### config.mk
export PLATFORM = sky130hd
export DESIGN_NAME = axi_burst_master
export DESIGN_NICKNAME = d
export VERILOG_FILES = /design/src/rtl/axi_burst_master.sv
export SDC_FILE = /design/constraint.sdc
export NUM_CORES = 1
export LEC_CHECK = 0
export CORE_MARGIN = 1
export CORE_UTILIZATION = 29
export DETAILED_ROUTE_END_ITERATION = 6
export PLACE_DENSITY = 0.79
export SLEW_MARGIN = 10
export SYNTH_ARGS = -nofsm -noshare
export SYNTH_HDL_FRONTEND = slang
export SYNTH_SLANG_ARGS = --single-unit
### constraint.sdc
create_clock -name clk_i -period 1.9 [get_ports clk_i]
set_clock_uncertainty 0.2 [all_clocks]
set_input_delay 0.475 -clock clk_i [delete_from_list [all_inputs] [get_ports clk_i]]
set_output_delay 0.475 -clock clk_i [all_outputs]
set_load 0.005 [all_outputs]
### src/rtl/axi_burst_master.sv
// axi_burst_master: runs each accepted read or write request as one AXI4 INCR burst.
// Data beats pass combinationally between the handshake side and the R/W channels.
module axi_burst_master #(
    parameter int ADDR_W = 32,
    parameter int DATA_W = 32,
    parameter int LEN_W  = 4
) (
    input  logic              clk_i,
    input  logic              rst_i,
    input  logic              hs_read_i,
    input  logic              hs_write_i,
    input  logic [ADDR_W-1:0] hs_addr_i,
    input  logic [LEN_W-1:0]  hs_len_i,
    output logic              hs_ready_o,
    output logic              hs_done_o,
    output logic              hs_err_o,
    input  logic [DATA_W-1:0] hs_wdata_i,
    input  logic              hs_wvalid_i,
    output logic              hs_wready_o,
    output logic [DATA_W-1:0] hs_rdata_o,
    output logic              hs_rvalid_o,
    input  logic              hs_rready_i,
    output logic              arvalid_o,
    input  logic              arready_i,
    output logic [ADDR_W-1:0] araddr_o,
    output logic [7:0]        arlen_o,
    output logic [2:0]        arsize_o,
    output logic [1:0]        arburst_o,
    input  logic              rvalid_i,
    output logic              rready_o,
    input  logic [DATA_W-1:0] rdata_i,
    input  logic [1:0]        rresp_i,
    input  logic              rlast_i,
    output logic              awvalid_o,
    input  logic              awready_i,
    output logic [ADDR_W-1:0] awaddr_o,
    output logic [7:0]        awlen_o,
    output logic [2:0]        awsize_o,
    output logic [1:0]        awburst_o,
    output logic              wvalid_o,
    input  logic              wready_i,
    output logic [DATA_W-1:0] wdata_o,
    output logic              wlast_o,
    input  logic              bvalid_i,
    output logic              bready_o,
    input  logic [1:0]        bresp_i
);
    localparam logic [2:0] SIZE = 3'($clog2(DATA_W / 8));
    typedef enum logic [2:0] {IDLE, AR, R, WR, B} state_t;
    state_t            state_q;
    logic [ADDR_W-1:0] addr_q;
    logic [LEN_W-1:0]  len_q, cnt_q;
    logic              arvalid_q, awvalid_q, bready_q, done_q, err_q, aw_done_q, w_done_q;
    logic              in_ar, in_r, in_wr, w_open, last, r_hs, aw_hs, w_hs;
    assign in_ar  = state_q == AR;
    assign in_r   = state_q == R;
    assign in_wr  = state_q == WR;
    // once the last W beat is taken, W is closed while AW may still be pending
    assign w_open = in_wr && !w_done_q;
    assign last   = cnt_q == len_q;
    assign r_hs   = in_r && rvalid_i && hs_rready_i;
    assign aw_hs  = awvalid_q && awready_i;
    assign w_hs   = w_open && hs_wvalid_i && wready_i;
    assign hs_ready_o  = state_q == IDLE && !rst_i;
    assign hs_done_o   = done_q;
    assign hs_err_o    = err_q;
    assign arvalid_o   = arvalid_q;
    assign araddr_o    = in_ar ? addr_q : '0;
    assign arlen_o     = in_ar ? 8'(len_q) : '0;
    assign arsize_o    = SIZE;
    assign arburst_o   = 2'b01;
    assign rready_o    = in_r && hs_rready_i;
    assign hs_rvalid_o = in_r && rvalid_i;
    assign hs_rdata_o  = in_r ? rdata_i : '0;
    assign awvalid_o   = awvalid_q;
    assign awaddr_o    = in_wr ? addr_q : '0;
    assign awlen_o     = in_wr ? 8'(len_q) : '0;
    assign awsize_o    = SIZE;
    assign awburst_o   = 2'b01;
    assign wvalid_o    = w_open && hs_wvalid_i;
    assign hs_wready_o = w_open && wready_i;
    assign wdata_o     = in_wr ? hs_wdata_i : '0;
    assign wlast_o     = w_open && last;
    assign bready_o    = bready_q;
    always_ff @(posedge clk_i or posedge rst_i) begin
        if (rst_i) begin
            state_q   <= IDLE;
            addr_q    <= '0;
            len_q     <= '0;
            cnt_q     <= '0;
            arvalid_q <= 1'b0;
            awvalid_q <= 1'b0;
            bready_q  <= 1'b0;
            done_q    <= 1'b0;
            err_q     <= 1'b0;
            aw_done_q <= 1'b0;
            w_done_q  <= 1'b0;
        end else begin
            done_q <= 1'b0;
            case (state_q)
                IDLE: if (hs_read_i || hs_write_i) begin
                    state_q   <= hs_read_i ? AR : WR;
                    arvalid_q <= hs_read_i;
                    awvalid_q <= !hs_read_i;
                    addr_q    <= hs_addr_i;
                    len_q     <= hs_len_i;
                    cnt_q     <= '0;
                    err_q     <= 1'b0;
                    aw_done_q <= 1'b0;
                    w_done_q  <= 1'b0;
                end
                AR: if (arready_i) begin
                    arvalid_q <= 1'b0;
                    state_q   <= R;
                end
                R: if (r_hs) begin
                    cnt_q   <= last ? cnt_q : cnt_q + LEN_W'(1);
                    err_q   <= err_q || rresp_i != 2'b00 || rlast_i != last;
                    state_q <= last ? IDLE : R;
                    done_q  <= last;
                end
                WR: begin
                    if (aw_hs) begin
                        awvalid_q <= 1'b0;
                        aw_done_q <= 1'b1;
                    end
                    if (w_hs) begin
                        cnt_q    <= last ? cnt_q : cnt_q + LEN_W'(1);
                        w_done_q <= last;
                    end
                    // AW and the last W beat may complete in either order or together
                    if ((aw_done_q || aw_hs) && (w_done_q || (w_hs && last))) begin
                        state_q  <= B;
                        bready_q <= 1'b1;
                    end
                end
                B: if (bvalid_i) begin
                    bready_q <= 1'b0;
                    err_q    <= err_q || bresp_i != 2'b00;
                    done_q   <= 1'b1;
                    state_q  <= IDLE;
                end
                default: state_q <= IDLE;
            endcase
        end
    end
endmodule

==> impl_metrics.yaml <==
final_layout:
  layout-drive-gt1-share_pct: 54.5
  stdcell_count: 841
  fin_nets: 817
  final_util_pct: 68.1
  regArea_um2: 1250
  final_cell_mix: "119 x clkdlybuf4s50_1, 101 x buf_6, 75 x and2_4"
  area_growth_pct: 125
  fin_area_um2: 7480
  multi_input_area_um2: 2220
  mostFrequentLayoutCell: "clkdlybuf4s50_1"
  n_antenna_cell: 0
  fillers: 833
die:
  rows: 38
  start_util_pct: 30.2
  die_w_um: 109
  die_area_um2: 11900
  coreArea_um2: 11000
  ios: 281
  die_y_um: 109
setup_path:
  endpoint_kind: "output port"
  critPathLaunchType: "flop"
  path_class: "reg -> out"
  crit_fanout: 6
  critical_path_required_ps: 1220
  critical_path_arrival_ps: 1770
synth:
  syn_avg_cell_area_um2: 9.32
  syn_area_um2: 3320
  ys_ff_latch: 50
  synthDistinctLibCells: 39
  ys_seq_area_share_pct: 37.7
  syn_inst: 356
  ys_warn_count: 0
route:
  via_per_inst: 4.72
  dr.pass1.iters: 4
  wl_per_cell_um: 18.7
  drc: 0
  wl_um: 15700
  drt_iter0_drc: 144
  via_count: 3972
  final_antenna_net_count: 0
clocking:
  htree_num_levels: 2
  clock-sinks: 50
  cts-buffers-inserted: 5
  root_buffer: "clkbuf_16"
  clk_pin_slew_ps: 70
  worstSkewPairLatency_ps: 290
  holdBufCountCts: 0
  cts_buffer_depth: 2
  cts_tree: "done"
sta:
  slew_viol_final: 0
  period_share_pct: 129
  min_period_ps: 2450
  rsz0062_at_grt: "yes"
  hold_violations: 0
  setup_viol: 189
  fin_hold_ws_ps: 311
  max_freq_ghz: 0.409
  setup_slack_ps: -547
global_routing:
  grt_use_met3_pct: 6.04
  busiest_layer: "met2"
  grt_pass1_wl_um: 19200
  grt_max_degree: 51
  use_met2_pct: 40.7
  gr-total-overflow: 0
  antenna_found_initial: 0
  gr-usage-met1_pct: 23.0
  grt_usage_pct: 21.3
  grt_pass1_vias: 3703
place:
  gp_congestion: 0.910
  dp.cells: 773
  dpl-instance-area_um2: 6320
  port_buffers: 262
  hpwlAfterDp_um: 10200
run:
  max_cap_violations: 0
outcome:
  failed_checks: "negative setup slack"
  status: "finished with violations"
pwr:
  power_density_nw_per_um2: 1280
  leakage_nw: 3.82
  max-vdd-ir-drop_v: 0.000649
worst_hold_path:
  hold_path.class: "reg -> reg"
## critical path, cell delays in order, from the launching register on
cell     delay (ps)
dfrtp_2         450
and3b_2         290
buf_12          140
buf_8           130
buf_6           120
buf_6           110
and2_4          140
buf_6           110
## routing by layer
metal | vias up | share of wire [%]
met5 | - | 0
met4 | 0 | 1.4
met3 | 15 | 7.0
met2 | 165 | 53
met1 | 1949 | 38
li1 | 1843 | -
## sequential cells by signal (all words and copies together) (netlist names)
signal     flops
state_q        3
arvalid_o      1
cnt_q          4
awvalid_o      1
bready_o       1
hs_done_o      1
hs_err_o       1
aw_done_q      1
w_done_q       1
len_q          4
addr_q        32
## cell type report
| cell class | instances | area share [%] |
|---|---|---|
| tap | 140 | 2.34 |
| clock inverter | 2 | 0.519 |
| inverter | 3 | 0.151 |
| clock buffer | 6 | 1.86 |
| multi-input combinational | 275 | 29.7 |
| sequential | 50 | 16.8 |
| timing repair buffer | 365 | 48.7 |
## power by group
group / internal [mW] / total, mW / switching, mW
sequential: 1.57 / 1.97 / 0.402
combinational: 4.12 / 6.51 / 2.39
clock: 0.663 / 1.07 / 0.411
total: 6.36 / 9.56 / 3.20
## metrics by stage
step	power, mW	worst slack [ps]	TNS, ps
3_3_place_gp	6.33	-506	-62520
4_1_cts	7.60	-731	-87510
5_1_grt	10.1	-618	-83450
3_5_place_dp	6.48	-459	-67070
6_report	9.56	-547	-73470
2_1_floorplan	3.90	23.8	0
## cells by family (layout without fill, tap and decap cells)
logic type | count (synthesis) | in the layout | synth area share (%)
and+or+nand+nor | 184 | 184 | 33.8
DFF | 50 | 50 | 37.7
xor gates and xnor gates | 5 | 5 | 1.32
muxes | 37 | 37 | 12.6
AOI/OAI and AO/OA | 30 | 30 | 6.15
buffers and inverters | 47 | 376 | 7.81
adders and majority gates | 1 | 1 | 0.377
other | 2 | 18 | 0.226
## synthesized netlist by cell type, drive strengths merged
| cell | count | area share, % |
|---|---|---|
| a2111oi | 1 | 0.45 |
| a21o | 3 | 0.68 |
| a21oi | 6 | 0.91 |
| a221oi | 1 | 0.26 |
| a22oi | 1 | 0.64 |
| a31oi | 1 | 0.19 |
| and2 | 102 | 19 |
| and3 | 36 | 6.8 |
| and3b | 1 | 0.26 |
| buf | 25 | 5.3 |
| clkbuf | 19 | 2.2 |
| conb | 2 | 0.23 |
| dfrtp | 50 | 38 |
| ha | 1 | 0.38 |
| inv | 3 | 0.34 |
| mux2 | 37 | 13 |
| nand2 | 9 | 1.0 |
| nand2b | 4 | 0.75 |
| nand3 | 5 | 0.75 |
| nand3b | 2 | 0.45 |
| nand4 | 1 | 0.19 |
| nor2 | 8 | 0.98 |
| nor2b | 3 | 0.57 |
| nor3 | 2 | 0.30 |
| nor3b | 4 | 1.1 |
| nor4 | 3 | 0.57 |
| o211ai | 1 | 0.38 |
| o21ai | 12 | 1.8 |
| o22ai | 2 | 0.38 |
| o31ai | 2 | 0.45 |
| or2 | 1 | 0.19 |
| or3 | 3 | 0.72 |
| xnor2 | 5 | 1.3 |
## final timing paths
kind | startpoint | end | slack, ps | cells past startpoint
worst min-delay path | aw_done_q | aw_done_q | 310 | 2
worst min register to register | aw_done_q | aw_done_q | 310 | 2
worst max register to register | state_q[2] | addr_q[13] | -460 | 8
min in group asynchronous | rst_i | hs_err_o | 500 | 4
max in group asynchronous | rst_i | state_q[0] | 730 | 4
worst max-delay path | state_q[2] | awaddr_o[28] | -550 | 7
## what timing repair did
action,CTS,global route
pin swaps,3,72
endpoints found under the setup margin,188,191
cloned,1,14
buffers inserted,4,41
resized for setup,158,489
Power figures use the tool's default switching activity.
